### src/rtl/demux_1to4_n.sv
// demux_1to4_n: registered 1-to-4 demultiplexer feeding four one-entry valid/ready buffers.
// Optional DEMUX_BCAST_EN adds a bcast input that loads all four channels in one accept.

module demux_1to4_n_chan #(
  parameter int n = 32
) (
  input  logic         clk,
  input  logic         rst,
  input  logic         load,
  input  logic [n-1:0] din,
  input  logic         ready,
  output logic [n-1:0] data,
  output logic         valid
);
  typedef enum logic {EMPTY, FULL} state_t;

  state_t state, state_nxt;

  always_ff @(posedge clk) begin
    if (rst) begin
      state <= EMPTY;
      data  <= '0;
    end else begin
      state <= state_nxt;
      if (load) data <= din;
    end
  end

  // A load wins over a same-cycle drain, so the buffer stays FULL with the new word.
  always_comb begin
    state_nxt = state;
    if (load)
      state_nxt = FULL;
    else if (state == FULL && ready)
      state_nxt = EMPTY;
  end

  assign valid = (state == FULL);
endmodule

module demux_1to4_n #(
  parameter int n = 32
) (
  input  logic         clk,
  input  logic         rst,
  input  logic [n-1:0] src,
  input  logic [1:0]   sel,
`ifdef DEMUX_BCAST_EN
  input  logic         bcast,
`endif
  input  logic         src_valid,
  output logic         src_ready,
  output logic [n-1:0] z0,
  output logic [n-1:0] z1,
  output logic [n-1:0] z2,
  output logic [n-1:0] z3,
  output logic [3:0]   z_valid,
  input  logic [3:0]   z_ready
);
  logic [3:0]        free;
  logic [3:0]        load;
  logic [3:0][n-1:0] zq;
  logic              accept;

  // A channel can take a word if it is empty or its current word leaves this cycle.
  assign free = ~z_valid | z_ready;

`ifdef DEMUX_BCAST_EN
  assign src_ready = bcast ? &free : free[sel];
`else
  assign src_ready = free[sel];
`endif

  assign accept = src_valid & src_ready;

  always_comb begin
    load      = '0;
    load[sel] = accept;
`ifdef DEMUX_BCAST_EN
    if (bcast) load = {4{accept}};
`endif
  end

  for (genvar k = 0; k < 4; k++) begin : g_ch
    demux_1to4_n_chan #(.n(n)) u_ch (
      .clk   (clk),
      .rst   (rst),
      .load  (load[k]),
      .din   (src),
      .ready (z_ready[k]),
      .data  (zq[k]),
      .valid (z_valid[k])
    );
  end

  assign z0 = zq[0];
  assign z1 = zq[1];
  assign z2 = zq[2];
  assign z3 = zq[3];
endmodule

### config.mk
export PLATFORM = sky130hd
export DESIGN_NAME = demux_1to4_n
export DESIGN_NICKNAME = d
export VERILOG_FILES = /design/src/rtl/demux_1to4_n.sv
export SDC_FILE = /design/constraint.sdc
export NUM_CORES = 1
export LEC_CHECK = 0
export CORE_MARGIN = 3
export CORE_UTILIZATION = 49
export DETAILED_ROUTE_END_ITERATION = 12
export GPL_ROUTABILITY_DRIVEN = 0
export PLACE_DENSITY = 0.82
export SLEW_MARGIN = 15
export SYNTH_ARGS = -nofsm -noshare
export SYNTH_HDL_FRONTEND = slang
export SYNTH_SLANG_ARGS = --single-unit
### constraint.sdc
create_clock -name clk -period 3 [get_ports clk]
set_input_delay 0.45 -clock clk [delete_from_list [all_inputs] [get_ports clk]]
set_output_delay 0.45 -clock clk [all_outputs]
set_load 0.1 [all_outputs]
# == After elaboration in Yosys (flattened, before gate mapping) ==
# Cells that the tools add are included.
# W data, S select, Z words.
# classes
n_lt_le_gt_ge,2
muxes,12
bitwise,4
n_reduce_logical,9
# ops
cell,n
$mux W1,10
$reduce_bool A2 Y1,4
$logic_and A1 B1 Y1,5
$and A4 B4 Y4,1
$not A4 Y4,1
$or A4 B4 Y4,1
$lt A2 B3 Y1 const B,1
$bmux W1 S2,1
$demux W1 S2,1
$ge A2 B1 Y1 const B,1
$and A1 B1 Y1,1
# totals
regBits,132
out_inout_bits,133

# == Longest topological paths before layout ==
# Gate-level depths: netlist (run 1).
# logic_depth
word_depth,7
ltp_mapped,5
ltp_nobuf,3

# == By module ==
# Synthesis (run 1) repeated with hierarchy kept, for this count alone.
# unflattened
cells_unflattened,448
hier_area_um2,4927.2
# by_module_without_submodules
mod,instances,cells_each,area_per_inst_um2,seq_area_each_um2
demux_1to4_n_chan,4,108,1204.9,660.6
demux_1to4_n,1,16,107.6,0.0

# == Worst setup path before layout (run 1) ==
# OpenSTA, ideal clock, no wires.
# synth_timing
kind,input -> output
startpoint,input port sel[1]
endpoint,output port src_ready
arrival_time_ns,1.398
setup_slack_ns,1.152
cell_stages,2
cell_sequence,buf_2 -> mux4_2
# synth_via
elab_chain_cells,2
# synth_lines
element,line,rtl
from (decl),47,"input logic [1:0] sel,"
$bmux W1 S2,71,assign src_ready = free[sel];
$mux W1 (not written as such),71,
to (decl),52,"output logic src_ready,"
# No other way between the ends. The select of a mux whose other input is x is not followed.

# == Final worst setup path (run 1) ==
# Ends and elaborated chain as after synthesis.

==> reports/results.tsv, run 1 <==
metric	value	unit
worstSetupPathType	primary input to output pin	
leakage	3.49	nW
final_common_cell	nand2b_1	
numCtsBuffers	17	
ys_ff_latch	132	
num_vias	3835	
rr_worst_depth	4	
die_x	110	microns
insertion_delay	520	ps
grt_usage	0.213	
fin_nets	675	
syn_inst	474	
design.portCount	174	
clock_path_buffers	2	
switching_share	0.306	
fin_crit	2380	ps
slew_viol_final	0	
nFillCells	776	
syn2layout_area_growth	37.7	%
fp.coreArea	10400	sq um
grt_pass1_wl	19.7	mm
comb_power_share	0.178	
cts_resized	0	
final_cells	783	
drc	0	
via_per_inst	4.90	
dpl.cell_count	751	
fin_util	0.699	
worst_pin_slew	613	ps
relSlewSlack	0.591	
p_int	3.23	mW
p_sw	1.42	mW
hold_start	rst	
crit_required	2550	ps
start_util	0.507	
cts.sink_count	132	
worst_slack	624	ps
critPathCaptureType	output pin	
maxCapViolations	0	
ant_nets	0	
ff2ff_setup_slack	1440	ps
post-place-ws	625	ps
drtPass1Iterations	4	
synth_area_per_cell	11.1	sq um
numPortBuffers	173	
synth_warnings	0	
cts_root_buf	clkbuf_8	
path_clk_slew	60	ps
r2r_end	g_ch[2].u_ch.data[29]	
power.density	639	nW/um^2
multi_input_area	2430	sq um
first_iter_violations	113	
grt.overflow.total	0	
vdd_drop_max	0.399	mV
setup_violations	0	
pwr-share-clk	0.424	
seq_area_frac_synth	0.500	
netlist_area	5280	sq um
cp_max_fo	7	
min_to	g_ch[2].u_ch.valid	
dieArea	12100	sq um
finalCritPeriodShare	0.792	
wl_per_cell	16.5	microns
grt_start_max_net_pins	92	
synth.distinct_cells	16	
tns	0	ps
cts_hold_buf	0	
start_kind	primary input	
post_cts_buffers	0	
rsz0062_at_grt	false	
htree_num_levels	4	
p_seq_frac	0.398	
dpl.hpwl	8.71	mm
die_h	110	microns
status	complete, no violations	
antenna_found_initial	0	
min_path_type	primary input to flip-flop	
finalClockSkew	8.21	ps
syn-num-nets	515	
final-hold-violation-count	0	
max_clock_freq	421	MHz
num_antenna_cells	0	
cts_tree	built	
seq_area	2640	sq um
rows	37	
drt-total-wl	12.9	mm
worstPathArrival	1930	ps
final_cell_mix	nand2b_1, buf_4, dfxtp_1	
rr_startpoint	g_ch[2].u_ch.valid	
grt_pass1_vias	3958	
hold_depth	2	
drive_gt1_frac	0.270	
[logic make-up (layout without fill, tap and decap cells)]
| kind of cell | after synthesis | after routing | share of synthesized area |
|---|---|---|---|
| and+or+nand+nor | 172 | 172 | 0.210 |
| DFF | 132 | 132 | 0.500 |
| muxes | 129 | 129 | 0.247 |
| buffers and inverters | 37 | 210 | 0.0391 |
| AOI/OAI and AO/OA | 4 | 4 | 0.00379 |
[registers in the layout, indices dropped and copies added, names as in the netlist]
name and cells:
g_ch.u_ch.data 128, g_ch.u_ch.valid 4
[routing by layer]
layer,GRT usage,up-vias,part of all wire
met4,0.0971,0,0.028
met2,0.358,127,0.49
met3,0.0769,29,0.079
met1,0.240,1793,0.40
met5,0,-,0
li1,-,1886,-
[synth_stat cells]
library cell,n,area share
mux2i_1,128,0.24
buf_2,6,0.0057
nor3_4,1,0.0031
buf_4,10,0.014
nand4_2,1,0.0024
clkbuf_1,18,0.013
and4_1,1,0.0017
or3_1,1,0.0012
dfxtp_1,132,0.50
buf_6,3,0.0064
and2b_4,1,0.0019
mux4_2,1,0.0043
nand2b_1,164,0.19
a21oi_1,4,0.0038
nand4b_1,2,0.0033
nand2b_4,1,0.0026
[power by group through the flow]
stage	Combinational, mW	Sequential, mW	Clock (mW)
2_1_floorplan	0.205	2.31	0
3_3_place_gp	0.822	1.89	0
3_5_place_dp	0.830	1.89	0
4_1_cts	0.832	1.85	2.01
5_1_grt	0.858	1.86	2.08
6_report	0.827	1.85	1.97
[area by class of cell]
class | instances | area share
clock buffer | 18 | 0.0574
clock inverter | 14 | 0.0210
multi-input combinational | 305 | 0.335
sequential | 132 | 0.363
tap | 136 | 0.0234
timing repair buffer | 178 | 0.200
[critical path: stages]
cell and delay (ps):
clkdlybuf4s50_1 670, mux4_2 560, buf_4 250
[worst max path at each step]
stage	from	endpoint	slack (ps)	depth (start not counted)
detailed placement	sel[1]	src_ready	630	3
finish	sel[1]	src_ready	620	3
floorplan	sel[1]	src_ready	1150	2
global route	sel[1]	src_ready	590	3
global placement	sel[1]	src_ready	680	3
CTS	sel[1]	src_ready	620	3
[stage by stage]
stage / hold slack (ps) / area, sq um / power (mW)
2_1_floorplan: 479 / 5280 / 2.52
3_3_place_gp: 460 / 6710 / 2.71
3_5_place_dp: 463 / 6710 / 2.72
4_1_cts: 433 / 7280 / 4.69
5_1_grt: 497 / 7280 / 4.79
6_report: 452 / 7280 / 4.65
No activity file was read; power rests on OpenSTA's default activity.
==> inputs of run 2 (changes only) <==
--- a/config.mk
+++ b/config.mk
@@ -6,10 +6,10 @@
 export NUM_CORES = 1
 export LEC_CHECK = 0
 export CORE_MARGIN = 3
-export CORE_UTILIZATION = 49
+export CORE_UTILIZATION = 46
 export DETAILED_ROUTE_END_ITERATION = 12
 export GPL_ROUTABILITY_DRIVEN = 0
-export PLACE_DENSITY = 0.82
+export PLACE_DENSITY = 0.77
 export SLEW_MARGIN = 15
 export SYNTH_ARGS = -nofsm -noshare
 export SYNTH_HDL_FRONTEND = slang
==> constraint.sdc (replaced) <==
create_clock -name clk -period 2.3 [get_ports clk]
set_input_delay 0.345 -clock clk [delete_from_list [all_inputs] [get_ports clk]]
set_output_delay 0.345 -clock clk [all_outputs]
set_load 0.1 [all_outputs]
==> run 2 against run 1 <==
  * Sequential share of layout area is 1.0 points lower
  * Clock skew hardly changed
  * Sequential power is 31% higher
  * Critical path depth is 1 higher
  * Register-to-register slack worse by 590 ps
  * Non-clock buffer count is 6 higher
==> reports/results.tsv, run 2 (synthesized netlist as in run 1, its figures left out) <==
metric	value	unit	change
p_sw	1.78	mW	was 1.42 mW
worstSetupPathType	primary input to output pin		unchanged
grt.overflow.total	0		unchanged
cts_root_buf	clkbuf_16		was clkbuf_8
place_area	6780	sq um	was 6710 sq um
rows	38		was 37
fp.coreArea	11000	sq um	was 10,400 sq um
num_vias	3875		was 3,835
dpl.hpwl	8.83	mm	was 8.71 mm
cp_max_fo	3		was 7
rsz0062_at_grt	false		unchanged
first_iter_violations	180		was 113
rr_startpoint	g_ch[0].u_ch.valid		was g_ch[2].u_ch.valid
finalCritPeriodShare	0.889		
drt-total-wl	13.0	mm	was 12.9 mm
slowest_delay	510	ps	was 670 ps
drtPass1Iterations	4		unchanged
largest-register	g_ch.u_ch.data		unchanged
worstPathCellList	clkdlybuf4s50_1 > nand2b_1 > mux4_2 > buf_12		was clkdlybuf4s50_1 > mux4_2 > buf_4
power.density	895	nW/um^2	was 639 nW/um^2
setup_violations	0		unchanged
stdcell_area	7490	sq um	was 7280 sq um
critPathTopFamily	buffers and inverters		unchanged
critPathSlowestCell	mux4_2		was clkdlybuf4s50_1
start_util	0.479		was 0.507
final_common_cell	nand2b_1		unchanged
post_cts_buffers	0		unchanged
min_to	g_ch[0].u_ch.data[31]		was g_ch[2].u_ch.valid
start_kind	primary input		unchanged
cts_hold_buf	0		unchanged
grt_pass1_wl	20.5	mm	was 19.7 mm
final-hold-violation-count	0		unchanged
hold_depth	2		unchanged
via_per_inst	4.89		was 4.90
leakage	3.61	nW	was 3.49 nW
crit_required	1960	ps	was 2550 ps
grt_start_max_net_pins	165		was 92
relSlewSlack	0.615		was 0.591
grt_pass1_vias	3963		was 3,958
critPathBufInv	2		unchanged
maxCapViolations	0		unchanged
finalClockSkew	8.45	ps	was 8.21 ps
p_int	4.92	mW	was 3.23 mW
min_path_type	flip-flop to flip-flop		was primary input to flip-flop
vdd_drop_max	0.433	mV	was 0.399 mV
pwr-share-clk	0.477		was 0.424
comb_power_share	0.162		was 0.178
wl_per_cell	16.5	microns	about the same
drc	0		unchanged
worstPathArrival	1700	ps	was 1930 ps
clock_path_buffers	2		unchanged
max_clock_freq	489	MHz	
switching_share	0.265		was 0.306
largest_reg_flops	128		unchanged
num_antenna_cells	0		unchanged
tns	0	ps	unchanged
final_cell_mix	nand2b_1, buf_4, dfxtp_1		unchanged
r2r_end	g_ch[0].u_ch.data[1]		was g_ch[2].u_ch.data[29]
numPortBuffers	173		unchanged
antenna_found_initial	0		unchanged
ff2ff_setup_slack	850	ps	was 1440 ps
critPathCaptureType	output pin		unchanged
status	complete, no violations		unchanged
hold_start	g_ch[0].u_ch.data[31]		was rst
grt_usage	0.205		was 0.213
drive_gt1_frac	0.276		was 0.270
cts_tree	built		unchanged
design.portCount	174		unchanged
p_seq_frac	0.361		was 0.398
fin_crit	2040	ps	
numCtsBuffers	17		unchanged
cts_resized	0		unchanged
ant_nets	0		unchanged
worst_pin_slew	578	ps	was 613 ps
die_x	113	microns	was 110 microns
syn2layout_area_growth	41.7	%	was 37.7%
dieArea	12800	sq um	was 12,100 sq um
htree_num_levels	4		unchanged
die_h	113	microns	was 110 microns
rr_worst_depth	3		was 4
fin_nets	681		was 675
path_clk_slew	50	ps	was 60 ps
slew_viol_final	0		unchanged
insertion_delay	410	ps	was 520 ps
cts.sink_count	132		unchanged
## run 2: changes by cell type in the layout (fill, tap and decap cells not counted), sizes merged
cell      delta
clkinv       -3
buf          +6
clkinvlp     -4
inv          -3
clkbuf       +5
bufinv       +5
## run 2: power groups by stage
| stage | Sequential [mW] | Clock [mW] | Combinational, mW |
|---|---|---|---|
| after detailed placement | 2.47 | 0 | 1.09 |
| after floorplan | 3.02 | 0 | 0.268 |
| after CTS | 2.42 | 3.25 | 1.09 |
| after global routing | 2.43 | 3.36 | 1.13 |
| after global placement | 2.46 | 0 | 1.08 |
| final | 2.42 | 3.20 | 1.09 |
## run 2: final cells by class
| class | count | area (sq um) |
|---|---|---|
| Fill cell | 845 | 3540 |
| Sequential cell | 132 | 2640 |
| Multi-Input combinational cell | 305 | 2430 |
| Timing Repair Buffer | 184 | 1530 |
| Clock buffer | 23 | 488 |
| Clock inverter | 9 | 220 |
| Tap cell | 140 | 175 |
## run 2: worst max path at each step
| stage | start | depth (start not counted) | to |
|---|---|---|---|
| after detailed placement | z_ready[2] | 4 | src_ready |
| after global placement | z_ready[2] | 4 | src_ready |
| after CTS | z_ready[2] | 4 | src_ready |
| final | z_ready[2] | 4 | src_ready |
| after floorplan | sel[1] | 2 | src_ready |
| after global routing | z_ready[2] | 4 | src_ready |
## run 2: layer usage
metal  vias to the layer above  wire length (microns)  GRT usage
met3                        11                    957     0.0791
met5                         -                      0          0
met2                       113                   6270      0.334
met1                      1848                   5700      0.251
li1                       1903                      -          -
met4                         0                    126     0.0625
## run 2: metrics by stage
step | setup WS (ps) | hold slack [ps] | std cells | power (mW) | util
floorplan | 662 | 479 | 474 | 3.29 | -
global placement | 261 | 461 | 761 | 3.55 | 0.615
detailed placement | 254 | 465 | 761 | 3.56 | 0.615
CTS | 254 | 474 | 793 | 6.76 | 0.679
global route | 235 | 489 | 793 | 6.92 | 0.679
finish | 255 | 471 | 793 | 6.70 | 0.679
## run 2: tightest hold or removal path: cells and delay by family (launching register included)
family	cells	cell delay (ps)
flops	1	310
simple gates	1	60
mux	1	50
==> inputs of run 3 (changes only) <==
--- a/config.mk
+++ b/config.mk
@@ -5,6 +5,7 @@
 export SDC_FILE = /design/constraint.sdc
 export NUM_CORES = 1
 export LEC_CHECK = 0
+export CAP_MARGIN = 5
 export CORE_MARGIN = 3
 export CORE_UTILIZATION = 46
 export DETAILED_ROUTE_END_ITERATION = 12
==> results of run 3 <==
No change in the layout: final DEF, timing and power equal those of run 2.
